--- src/rtl/div_rem.sv ---
// Sequential unsigned restoring divider: n (2*WIDTH bits) / d (WIDTH bits), one quotient bit per clock.
// Define DIVREM_DIV0_FAST_EN to finish divide-by-zero one cycle after start instead of after a full run.
module div_rem #(
  parameter int WIDTH = 4
) (
  input  logic               clk,
  input  logic               reset,
  input  logic               start,
  input  logic [2*WIDTH-1:0] n,
  input  logic [WIDTH-1:0]   d,
  output logic               busy,
  output logic               done,
  output logic [2*WIDTH-1:0] q,
  output logic [WIDTH-1:0]   r,
  output logic               div0
);

  localparam int W2 = 2 * WIDTH;
  localparam int CW = $clog2(W2 + 1);

  typedef enum logic {IDLE, RUN} state_t;

  state_t          state, state_nx;
  logic [CW-1:0]   cnt;
  logic [WIDTH:0]  rem, rem_nx, diff;
  logic [WIDTH+1:0] wide;
  logic [W2-1:0]   dvd, dvd_nx;
  logic [WIDTH-1:0] dsr, n_lo;
  logic            accept, last, borrow, skip_run;

  assign accept = (state == IDLE) && start;
  assign last   = (state == RUN) && (cnt == CW'(1));
  assign busy   = (state == RUN);

`ifdef DIVREM_DIV0_FAST_EN
  logic pend;
  assign skip_run = accept && (d == '0);
`else
  assign skip_run = 1'b0;
`endif

  always_ff @(posedge clk) begin
    if (reset) state <= IDLE;
    else       state <= state_nx;
  end

  always_comb begin
    state_nx = state;
    case (state)
      IDLE: if (accept && !skip_run) state_nx = RUN;
      RUN:  if (last) state_nx = IDLE;
      default: state_nx = IDLE;
    endcase
  end

  // The partial remainder stays below d, so its top bit is always zero before the shift.
  always_comb begin
    wide   = {rem, dvd[W2-1]};
    borrow = wide < {2'b00, dsr};
    diff   = wide[WIDTH:0] - {1'b0, dsr};
    rem_nx = borrow ? wide[WIDTH:0] : diff;
    dvd_nx = {dvd[W2-2:0], ~borrow};
  end

  always_ff @(posedge clk) begin
    if (reset) begin
      cnt  <= '0;
      rem  <= '0;
      dvd  <= '0;
      dsr  <= '0;
      n_lo <= '0;
      done <= 1'b0;
      q    <= '0;
      r    <= '0;
      div0 <= 1'b0;
`ifdef DIVREM_DIV0_FAST_EN
      pend <= 1'b0;
`endif
    end else begin
      done <= 1'b0;
      if (accept) begin
        dvd  <= n;
        dsr  <= d;
        n_lo <= n[WIDTH-1:0];
        rem  <= '0;
        cnt  <= CW'(W2);
      end else if (state == RUN) begin
        rem <= rem_nx;
        dvd <= dvd_nx;
        cnt <= cnt - CW'(1);
      end
      if (last) begin
        done <= 1'b1;
        if (dsr == '0) begin
          q    <= '1;
          r    <= n_lo;
          div0 <= 1'b1;
        end else begin
          q    <= dvd_nx;
          r    <= rem_nx[WIDTH-1:0];
          div0 <= 1'b0;
        end
      end
`ifdef DIVREM_DIV0_FAST_EN
      // Completion one edge after a zero divisor was accepted; n_lo still holds that request.
      pend <= skip_run;
      if (pend) begin
        done <= 1'b1;
        q    <= '1;
        r    <= n_lo;
        div0 <= 1'b1;
      end
`endif
    end
  end

endmodule

--- config.mk ---
export PLATFORM = sky130hd
export DESIGN_NAME = div_rem
export DESIGN_NICKNAME = d
export VERILOG_FILES = /design/src/rtl/div_rem.sv
export SDC_FILE = /design/constraint.sdc
export NUM_CORES = 1
export LEC_CHECK = 0
export CORE_ASPECT_RATIO = 2
export CORE_MARGIN = 5
export CORE_UTILIZATION = 30
export CTS_CLUSTER_DIAMETER = 80
export DETAILED_ROUTE_END_ITERATION = 8
export PLACE_DENSITY = 0.51
export SLEW_MARGIN = 20
export SYNTH_ARGS = -nofsm -noshare
export SYNTH_HDL_FRONTEND = slang
export SYNTH_SLANG_ARGS = --single-unit
--- constraint.sdc ---
create_clock -name clk -period 2.58 [get_ports clk]
set_input_delay 0.258 -clock clk [delete_from_list [all_inputs] [get_ports clk]]
set_output_delay 0.258 -clock clk [all_outputs]
set_load 0.05 [all_outputs]
==> out/summary.txt <==
STA
-----------------------------------------------------------------------------------------------
Setup TNS                                                                                  0 ns
Final worst slack                                                                     0.6378 ns
Final hold viol count                                                                         0
Final setup violation count                                                                   0
Hold WS                                                                               0.4573 ns
Max_slew headroom                                                                        57.41%
Highest clock frequency the design can meet                                          0.5149 GHz
Setup repair after global routing missed its margin                                          no
Period Utilization, post-route                                                           75.28%
Worst Tran Pin Value                                                                  0.6376 ns
Worst clock skew on the final layout                                                0.004457 ns
Final count of pins violating max slew                                                        0
Min Clock Period, post-route                                                           1.942 ns

DETAILED ROUTING
-----------------------------------------------------------------------------------------------
Routed metal-1 wirelength                                                              1.652 mm
Number of detailed-routing iterations run before antenna repair                               4
Met2 wire length                                                                       2.659 mm
Total met3 wirelength after detailed routing                                             144 um
Routed via count divided by cell count                                                    5.027
Detailed-route DRC error count                                                                0
Uppermost signal routing layer after detailed routing                                      met4
Number of violations reported at the end of detailed-routing iteration 0                     31
Detail Route Antenna Nets                                                                     0
Vias after detailed routing                                                                1508
Average routed wire per standard cell                                                  15.28 um
Overall routed net length                                                              4.585 mm

FLOORPLANNING
-----------------------------------------------------------------------------------------------
Die width                                                                              64.23 um
Core Region                                                                            5709 um2
Chip height                                                                            118.5 um
Top-Level Pins                                                                               30
Number of cell rows                                                                          39
Effective utilization at floorplan                                                       30.90%
Area of the die                                                                        7607 um2

CRITICAL PATH
-----------------------------------------------------------------------------------------------
Delay-heaviest family, CP                                                           adder cells
Largest stage delay, worst path                                                         0.40 ns
Crit. End Element                                                                      register
Max FO, Critical Path                                                                         8
Total number of cells along the worst setup path                                              9
Slowest cell on crit path                                                          sky130_fd_sc_hd__fa_1
Category of the most critical setup path                                           register to register
Worst Reg2Reg Path Length in Cells                                                            9
Critical path arrival                                                                   2.10 ns
Crit path top cell by count                                                        sky130_fd_sc_hd__inv_1
Cells along the critical path                                                      inv_1 -> ha_1 -> inv_1 -> fa_1 -> nand3_1 -> nand3_2 -> mux2_2 -> a21oi_1 -> nor2_1
Count of buffer and inverter cells on the critical path                                       2
Critical path data required time                                                        2.74 ns
Crit path launch type                                                                  register

CLOCK NETWORK
-----------------------------------------------------------------------------------------------
Maximum number of buffers from clock root to sink                                             2
Clock sinks                                                                                  40
Setup repair bufs after CTS                                                                   0
Clock input transition at the sequential cells of the worst setup and hold paths        0.06 ns
Later-pin clock latency in the skew report                                              0.28 ns
Number of buffers inserted for hold repair after clock tree synthesis                         0
Clock tree root driver cell                                                        sky130_fd_sc_hd__clkbuf_16
Number of instances resized during post-cts repair                                            0
H-tree depth                                                                                  2
TritonCTS clock tree                                                                      built
Total CTS buffers                                                                             5

YOSYS
-----------------------------------------------------------------------------------------------
Post-synth net total                                                                        230
Share of the synthesized area in compound gates (AO/OA/AOI/OAI)                          15.67%
Xor and xnor area share after synthesis                                                  2.482%
Share of Yosys cell area claimed by the top area cell type                               45.39%
Most used standard cell by instance count after synthesis                          sky130_fd_sc_hd__dfxtp_1
Ranking of synthesized cells by area                                               sky130_fd_sc_hd__dfxtp_1 (45%), sky130_fd_sc_hd__nor2_1 (7.7%), sky130_fd_sc_hd__a21oi_1 (7.1%)
Share of flip-flops with an asynchronous set or reset                                        0%
Register bit total from synthesis                                                            40
Most instantiated cells after synthesis                                            sky130_fd_sc_hd__dfxtp_1 (40), sky130_fd_sc_hd__nor2_1 (36), sky130_fd_sc_hd__a21oi_1 (25)
Gate Count Post-Synth                                                                       208
Synth warnings                                                                                0
Simple-gate area share of the yosys netlist                                              18.79%
Unique masters post-synth                                                                    34
Average footprint of a synthesized cell                                               8.482 um2
Area of the mapped netlist                                                             1764 um2
Synth Area in Adders                                                                     5.390%
Most used flip-flop cell after synthesis                                           sky130_fd_sc_hd__dfxtp_1
Combinational family with the most area after synthesis                            simple AND/OR/NAND/NOR gates
Multiplexer fraction of the synthesized cell area                                        6.879%
Cell accounting for the most synthesized area                                      sky130_fd_sc_hd__dfxtp_1
Number of enable flip-flop cells after synthesis                                              0
Proportion of synthesized chip area in sequential cells                                  45.39%

PWR
-----------------------------------------------------------------------------------------------
Gate power share                                                                          16.3%
Worst vdd rail ir drop                                                                0.6102 mV
Cell Int Power                                                                       0.001221 W
Portion of total power attributed to the clock network                                    42.7%
Relative contribution of sequential cells to total power                                  40.9%
Power spent charging and discharging nets                                           0.0004353 W
Net Sw Frac                                                                              26.28%
Cell area power density                                                            723.4 nW/um2
Leakage dissipation                                                                   0.9068 nW

MIN PATH
-----------------------------------------------------------------------------------------------
Worst hold path depth                                                                         2
Tightest Hold Check Type                                                           register to register

FINAL LAYOUT
-----------------------------------------------------------------------------------------------
Layout cell share with drive strength beyond 1                                           8.787%
Combined area of the multi-input logic cells                                          868.3 um2
Filler Cells Inserted                                                                       589
Post-route cell area                                                                   2290 um2
Final Util                                                                               40.11%
Number of antenna cells inserted                                                              0
Total number of nets in the final design                                                    260
Area grow syn2layout                                                                     29.79%
Area taken by flip-flops and latches                                                  800.8 um2

PLACED DESIGN
-----------------------------------------------------------------------------------------------
GP Congestion                                                                            0.7888
Worst-case setup slack after placement                                                0.6471 ns
Quantity of I/O buffers inserted on ports                                                    29
Half-perimeter wire length of the detailed placement result                            3.444 mm
Placed Instance Area                                                                   2122 um2

GLOBAL ROUTING
-----------------------------------------------------------------------------------------------
Initial antenna violation count                                                               0
GRT Util Overall                                                                         12.71%
Overall overflow remaining after global route                                                 0
Pin count of the biggest net entering global routing                                         30
Vias in the first global route                                                             1540
Wire length of the first global-routing pass                                           7.514 mm

RUN STATUS
-----------------------------------------------------------------------------------------------
Outcome                                                                            finished clean

FLOW RUN
-----------------------------------------------------------------------------------------------
MaxCap Viol Count                                                                             0

## worst reg2reg max path: cells and delay by family, from the launching register on
family / cells / cell delay, ns
adders and majority gates: 2 / 0.54
and+or+nand+nor: 3 / 0.37
muxes: 1 / 0.34
DFF: 1 / 0.31
AOI/OAI and AO/OA: 1 / 0.14
buffers and inverters: 2 / 0.13
## power groups by stage
| stage | Combinational, W | Sequential [W] | Clock, W |
|---|---|---|---|
| finish | 0.000270 | 0.000678 | 0.000708 |
| global route | 0.000300 | 0.000682 | 0.000748 |
| CTS | 0.000274 | 0.000678 | 0.000726 |
| detailed placement | 0.000273 | 0.000692 | 0 |
| global placement | 0.000273 | 0.000692 | 0 |
| floorplan | 0.000172 | 0.000707 | 0 |
## cell type report
class	count	share of cell area, %
inverters	9	1.475
well taps	61	3.333
multi-input cells	146	37.92
clock inverters	3	1.858
clock buffers	5	5.464
repair buffers	36	14.97
flip-flops and latches	40	34.97
## cells by family after synthesis
family | Yosys count
AOI/OAI and AO/OA | 47
DFF | 40
muxes | 12
buffers and inverters | 22
and+or+nand+nor | 75
adders and majority gates | 7
xor gates and xnor gates | 5
## path summary, 6_finish.rpt
path / start / to / slack [ns]
hold reg to reg: div0$_SDFFE_PP0P_ / div0$_SDFFE_PP0P_ / 0.46
setup / recovery: dvd[7]$_SDFFE_PP0P_ / rem[2]$_SDFFE_PP0P_ / 0.64
setup reg to reg: dvd[7]$_SDFFE_PP0P_ / rem[2]$_SDFFE_PP0P_ / 0.64
hold / removal: div0$_SDFFE_PP0P_ / div0$_SDFFE_PP0P_ / 0.46
## state kept, by name (all words and copies together) (netlist names)
register	count
rem	5
done	1
dsr	4
q	8
busy	1
cnt	4
r	4
n_lo	4
div0	1
dvd	8
## per-layer routing
metal	global-route usage [%]	up-vias
met5	0	-
met4	7.006	0
met1	11.99	708
met2	23.93	23
met3	2.941	10
li1	-	767
## placed cells by master (no fill, tap or decap), types with 2 or more instances in the layout
cell type,instances
sky130_fd_sc_hd__a21oi_1,25
sky130_fd_sc_hd__nand2_1,24
sky130_fd_sc_hd__nor2_1,36
sky130_fd_sc_hd__buf_4,7
sky130_fd_sc_hd__nor3_1,4
sky130_fd_sc_hd__dfxtp_1,40
sky130_fd_sc_hd__xnor2_1,3
sky130_fd_sc_hd__o22ai_1,8
sky130_fd_sc_hd__ha_1,6
sky130_fd_sc_hd__nand3_1,3
sky130_fd_sc_hd__clkdlybuf4s50_1,29
sky130_fd_sc_hd__a211oi_1,5
sky130_fd_sc_hd__xor2_1,2
sky130_fd_sc_hd__mux2i_1,11
sky130_fd_sc_hd__inv_1,9
sky130_fd_sc_hd__o21ai_0,3
sky130_fd_sc_hd__clkbuf_16,5
## stage by stage
stage               cells   power, W
detailed placement    292  0.0009650
finish                300   0.001656
global placement      292  0.0009651
global route          300   0.001731
floorplan             208  0.0008790
CTS                   300   0.001678
No activity file was read; power rests on OpenSTA's default activity.
